### src/rtl/uart_pkg.sv
// rtl/uart_pkg.sv - shared UART definitions for the TX and future RX blocks
// Purpose: FSM state encoding and parity mode constants.
// Ports: none (package).
package uart_pkg;

  typedef enum logic [2:0] {
    IDLE   = 3'd0,
    START  = 3'd1,
    DATA   = 3'd2,
    PARITY = 3'd3,
    STOP   = 3'd4
  } uart_state_t;

  localparam int PARITY_NONE = 0;
  localparam int PARITY_EVEN = 1;
  localparam int PARITY_ODD  = 2;

endpackage

### src/rtl/uart_baud_tick.sv
// rtl/uart_baud_tick.sv - baud divider producing one tick per line bit
// Purpose: counts 0..CLKS_PER_BIT-1 and flags the terminal count.
// Ports:
//   clk      in  system clock
//   rst      in  asynchronous active-high reset
//   clear    in  synchronous clear; holds the counter at 0 and masks the tick
//   bit_tick out high in the last cycle of each line bit
module uart_baud_tick #(
  parameter int CLKS_PER_BIT = 4
) (
  input  logic clk,
  input  logic rst,
  input  logic clear,
  output logic bit_tick
);

  localparam int CW = (CLKS_PER_BIT > 1) ? $clog2(CLKS_PER_BIT) : 1;
  localparam logic [CW-1:0] LAST = CW'(CLKS_PER_BIT - 1);

  logic [CW-1:0] cnt;

  // With CLKS_PER_BIT=1, LAST is 0 and every non-cleared cycle ticks.
  assign bit_tick = !clear && (cnt == LAST);

  always_ff @(posedge clk or posedge rst) begin
    if (rst) begin
      cnt <= '0;
    end else if (clear || bit_tick) begin
      cnt <= '0;
    end else begin
      cnt <= cnt + CW'(1);
    end
  end

endmodule

### src/rtl/uart_tx_frame.sv
// rtl/uart_tx_frame.sv - serial frame transmitter with valid/ready handshake
// Purpose: sends start, DATA_W data bits, INSTR_W instruction bits (LSB first),
//   optional parity and STOP_BITS stop bits on an idle-high line.
// Ports:
//   clk         in  system clock
//   rst         in  asynchronous active-high reset
//   tx_valid    in  frame request, accepted when tx_valid && tx_ready
//   tx_ready    out high only while idle
//   dado        in  data field, sampled on accept
//   instrucao   in  instruction field, sampled on accept (unused when INSTR_W=0)
//   info_saida  out registered serial line, idle 1
//   busy        out high while a frame is on the line
//   done        out one-cycle pulse after the last stop bit
module uart_tx_frame
  import uart_pkg::*;
#(
  parameter int DATA_W       = 4,
  parameter int INSTR_W      = 4,
  parameter int CLKS_PER_BIT = 4,
  parameter int PARITY_MODE  = 0,
  parameter int STOP_BITS    = 1
) (
  input  logic                               clk,
  input  logic                               rst,
  input  logic                               tx_valid,
  output logic                               tx_ready,
  input  logic [DATA_W-1:0]                  dado,
  input  logic [(INSTR_W > 0 ? INSTR_W : 1)-1:0] instrucao,
  output logic                               info_saida,
  output logic                               busy,
  output logic                               done
);

  localparam int PW  = DATA_W + INSTR_W;
  localparam int BCW = $clog2(PW + 1);

  if (DATA_W < 1 || INSTR_W < 0 || CLKS_PER_BIT < 1 || PARITY_MODE < 0 ||
      PARITY_MODE > 2 || (STOP_BITS != 1 && STOP_BITS != 2)) begin : g_bad_params
    $error("uart_tx_frame: illegal parameter combination");
  end

  // Payload is sent from bit 0 upward, so data sits in the low bits.
  logic [PW-1:0] payload_in;
  if (INSTR_W > 0) begin : g_instr
    assign payload_in = {instrucao, dado};
  end else begin : g_no_instr
    logic unused_instr;
    assign unused_instr = ^instrucao;
    assign payload_in   = dado;
  end

  logic par_in;
  assign par_in = (PARITY_MODE == PARITY_ODD) ? ~(^payload_in) : ^payload_in;

  uart_state_t    state, state_n;
  logic [PW-1:0]  shreg, shreg_n;
  logic [BCW-1:0] bit_cnt, bit_cnt_n;
  logic           stop_cnt, stop_cnt_n;
  logic           par_bit, par_n;
  logic           line_n;
  logic           done_n;
  logic           bit_tick;

  // Held in clear while idle so the first bit after accept gets a full period.
  uart_baud_tick #(
    .CLKS_PER_BIT(CLKS_PER_BIT)
  ) u_baud (
    .clk      (clk),
    .rst      (rst),
    .clear    (state == IDLE),
    .bit_tick (bit_tick)
  );

  assign tx_ready = (state == IDLE);
  assign busy     = (state != IDLE);

  always_comb begin
    state_n    = state;
    shreg_n    = shreg;
    bit_cnt_n  = bit_cnt;
    stop_cnt_n = stop_cnt;
    par_n      = par_bit;
    done_n     = 1'b0;
    line_n     = 1'b1;

    case (state)
      IDLE: begin
        if (tx_valid) begin
          state_n    = START;
          shreg_n    = payload_in;
          par_n      = par_in;
          bit_cnt_n  = '0;
          stop_cnt_n = 1'b0;
        end
      end
      START: begin
        if (bit_tick) state_n = DATA;
      end
      DATA: begin
        if (bit_tick) begin
          if (bit_cnt == BCW'(PW - 1)) begin
            state_n = (PARITY_MODE != PARITY_NONE) ? PARITY : STOP;
          end else begin
            shreg_n   = shreg >> 1;
            bit_cnt_n = bit_cnt + BCW'(1);
          end
        end
      end
      PARITY: begin
        if (bit_tick) state_n = STOP;
      end
      STOP: begin
        if (bit_tick) begin
          if (stop_cnt == 1'(STOP_BITS - 1)) begin
            state_n = IDLE;
            done_n  = 1'b1;
          end else begin
            stop_cnt_n = 1'b1;
          end
        end
      end
      default: state_n = IDLE;
    endcase

    // Line value is decided from the next state so the output can be registered
    // without adding a cycle of latency.
    case (state_n)
      START:   line_n = 1'b0;
      DATA:    line_n = shreg_n[0];
      PARITY:  line_n = par_n;
      default: line_n = 1'b1;
    endcase
  end

  always_ff @(posedge clk or posedge rst) begin
    if (rst) begin
      state      <= IDLE;
      shreg      <= '0;
      bit_cnt    <= '0;
      stop_cnt   <= 1'b0;
      par_bit    <= 1'b0;
      info_saida <= 1'b1;
      done       <= 1'b0;
    end else begin
      state      <= state_n;
      shreg      <= shreg_n;
      bit_cnt    <= bit_cnt_n;
      stop_cnt   <= stop_cnt_n;
      par_bit    <= par_n;
      info_saida <= line_n;
      done       <= done_n;
    end
  end

endmodule
### config.mk
export PLATFORM = sky130hd
export DESIGN_NAME = uart_tx_frame
export DESIGN_NICKNAME = d
export VERILOG_FILES = /design/src/rtl/uart_pkg.sv /design/src/rtl/uart_baud_tick.sv /design/src/rtl/uart_tx_frame.sv
export SDC_FILE = /design/constraint.sdc
export NUM_CORES = 1
export LEC_CHECK = 0
export CAP_MARGIN = 0
export CORE_ASPECT_RATIO = 1.4
export CORE_MARGIN = 4
export CORE_UTILIZATION = 34
export DETAILED_ROUTE_END_ITERATION = 8
export SLEW_MARGIN = 40
export SYNTH_ARGS = -nofsm -noshare
export SYNTH_HDL_FRONTEND = slang
export SYNTH_SLANG_ARGS = --single-unit
### constraint.sdc
create_clock -name clk -period 2.1 [get_ports clk]
set_clock_uncertainty 0.05 [all_clocks]
set_input_delay 0.315 -clock clk [delete_from_list [all_inputs] [get_ports clk]]
set_output_delay 0.315 -clock clk [all_outputs]
set_load 0.02 [all_outputs]
==> flow_metrics.py <==
metrics = {
    "placed_design": {
        "routabilityCongestion": 0.802,
        "dp_slack_ns": 0.0713,
        "hpwl_um": 1580,
        "dpl_cell_area_um2": 1240,
        "port_buffers": 14,
    },
    "cts": {
        "path_clk_slew_ns": 0.08,
        "numCtsBuffers": 3,
        "clk_latency_ns": 0.25,
        "cts_max_level": 1,
        "cts_hold_repair.buffers": 0,
        "cts.path.max_buffers": 2,
        "cts_tree": "yes",
        "clkSinkCount": 20,
        "clockRootBuffer": "clkbuf_8",
    },
    "routing": {
        "ant_nets": 0,
        "first_iter_violations": 21,
        "vias_per_cell": 5.04,
        "via_count": 756,
        "post_drt_wl_per_cell_um": 13.8,
        "post-route-drc-count": 0,
        "drt_wl_total_um": 2080,
        "dr.pass1.iters": 4,
    },
    "synthesis": {
        "ys.flop_type": "dfrtp_1",
        "syn_inst": 95,
        "async_reset_ff_share_pct": 100,
        "avgSynthCellArea_um2": 11.1,
        "synth-seq-cells": 20,
        "ys_seq_area_share_pct": 47.7,
        "synth_fp_nets": 108,
        "synth_warnings": 0,
        "yosysTopAreaCellShare_pct": 45.2,
        "synth.top_cells.by_area": "dfrtp_1 (45%), xnor2_1 (5.8%), a22o_1 (5.0%)",
        "syn_area_um2": 1050,
        "synth_edf_count": 0,
        "synth_cell_types": 40,
        "yosys.area.top_type": "dfrtp_1",
    },
    "setup_path": {
        "cp.required_ns": 1.74,
        "crit-reg2reg-launch": "state[2]$_DFF_PP0_",
        "crit_path_start_kind": "register",
        "path_max_fanout": 9,
        "r2r_end": "bit_cnt[1]$_DFFE_PP0P_",
        "arrival_ns": 1.64,
        "reg2reg_depth": 5,
        "reg2reg_slack_ns": 0.19,
        "path_class": "reg2out",
        "cp-end-kind": "output pin",
    },
    "power_and_ir_drop": {
        "comb_power_share_pct": 46.1,
        "switching_power_uw": 639,
        "cellPowerDensity_nw_per_um2": 1290,
        "seq_power_share_pct": 38.5,
        "ir_drop_v": 0.000628,
        "power.total_uw": 1670,
        "intPower_uw": 1030,
        "switching_share_pct": 38.2,
        "clockPowerShare_pct": 15.4,
        "leakage_uw": 0.000604,
    },
    "outcome": {
        "status": "finished clean",
    },
    "cells_and_area": {
        "fillers": 279,
        "nets": 127,
        "final_cell_mix": "dfrtp_1 (19), clkdlybuf4s50_1 (13), xnor2_1 (7)",
        "drive_gt1_share_pct": 14.2,
        "fin_area_um2": 1290,
        "diodes": 0,
        "area_growth_pct": 23.0,
        "layout_commonest_cell": "dfrtp_1",
    },
    "grt": {
        "antenna_found_initial": 0,
        "grt_pass1_vias": 813,
        "grt_usage_pct": 11.7,
        "grt_max_degree": 21,
        "grt-ovfl-total": 0,
        "grt_pass1_wl_um": 3530,
    },
    "sta": {
        "finalCritPeriodShare_pct": 95.7,
        "slew_headroom_pct": 73.1,
        "hold_viol": 0,
        "rsz0062_at_grt": "false",
        "maxSlewViolCount": 0,
        "tns_ns": 0,
        "fin_crit_ns": 2.01,
        "max_freq_mhz": 498,
        "worst_pin_slew_ns": 0.402,
        "setup_violations": 0,
        "fin_ws_ns": 0.0911,
    },
    "job": {
        "maxCapViolCount": 0,
    },
    "floorplan": {
        "start_util_pct": 36.2,
        "die_area_um2": 4060,
        "fp.dieH_um": 73.8,
        "ios": 15,
        "core_area_um2": 2910,
        "rows": 23,
        "dieWidth_um": 55.0,
    },
    "hold_path": {
        "hold_path.class": "in2async",
    },
}
per-stage QoR:
| step | util (%) | instances | hold slack [ns] |
|---|---|---|---|
| 2_1_floorplan | - | 95 | 0.228 |
| 3_3_place_gp | 42.7 | 146 | 0.380 |
| 3_5_place_dp | 42.7 | 146 | 0.417 |
| 4_1_cts | 44.4 | 150 | 0.350 |
| 5_1_grt | 44.5 | 150 | 0.386 |
| 6_report | 44.5 | 150 | 0.343 |
worst max path at each step:
stage,start,end,slack (ns),cells after the start
2_1_floorplan,state[2]$_DFF_PP0_,shreg[6]$_DFFE_PP0P_,0.31,6
3_3_place_gp,tx_valid,shreg[6]$_DFFE_PP0P_,0.09,5
3_5_place_dp,tx_valid,shreg[6]$_DFFE_PP0P_,0.07,5
4_1_cts,state[2]$_DFF_PP0_,tx_ready,0.05,2
5_1_grt,state[2]$_DFF_PP0_,busy,0.001,3
6_report,state[2]$_DFF_PP0_,busy,0.09,3
power groups by stage:
stage               sequential [µW]  combinational, µW  clock [µW]
global route                    663                864         280
finish                          644                771         258
CTS                             644                784         267
global placement                639                758           0
floorplan                       610                604           0
detailed placement              648                776           0
synthesized netlist by cell type, types with 2 or more instances:
cell / n
dfrtp_1: 19
xnor2_1: 7
a21o_1: 6
a22o_1: 6
nor2_1: 6
inv_1: 4
a21oi_1: 3
nand2_1: 3
o21ai_1: 3
a221o_1: 2
and3b_1: 2
buf_6: 2
clkbuf_1: 2
ha_1: 2
nor3_1: 2
o31ai_1: 2
worst max-delay path: stages (launching register included):
cell	delay, ns
dfrtp_1	0.52
nor3_2	0.26
inv_1	0.08
clkdlybuf4s50_1	0.54
area by class of cell:
type                            count  area (µm²)  area share (%)
Clock buffer                        4        45.0            3.48
Inverter                            6        22.5            1.74
Multi-Input combinational cell     64         497            38.4
Sequential cell                    20         502            38.8
Tap cell                           37        46.3            3.58
Timing Repair Buffer               19         180            13.9
metal layers:
layer | up-vias | track usage (%) | share of wire, %
met3 | 0 | 1.83 | 4.0
met2 | 14 | 21.1 | 52
met1 | 364 | 14.2 | 44
li1 | 378 | - | -
met4 | 0 | 2.43 | 0
met5 | - | 0 | 0
flip-flops by register name (all words and copies together) (netlist names):
signal      cells
done            1
u_baud.cnt      2
state           3
shreg           8
bit_cnt         4
info_saida      1
par_bit         1
kinds of logic (layout without fill, tap and decap cells):
family          Yosys count  in the layout  share of synthesized area, %
buf+inv                  11             29                          5.47
compound gates           29             29                          21.0
fa+ha+maj                 2              2                          2.38
mux                       1              1                          1.07
xor+xnor                  7              7                          5.83
flops                    20             20                          47.7
simple gates             25             25                          16.5
repair_timing:
item                       CTS  global route
setup endpoints to repair    2             2
resized for setup            1             1
gates cloned                 0             0
setup buffers                0             0
Note: power is estimated with default switching activity, not from simulation.
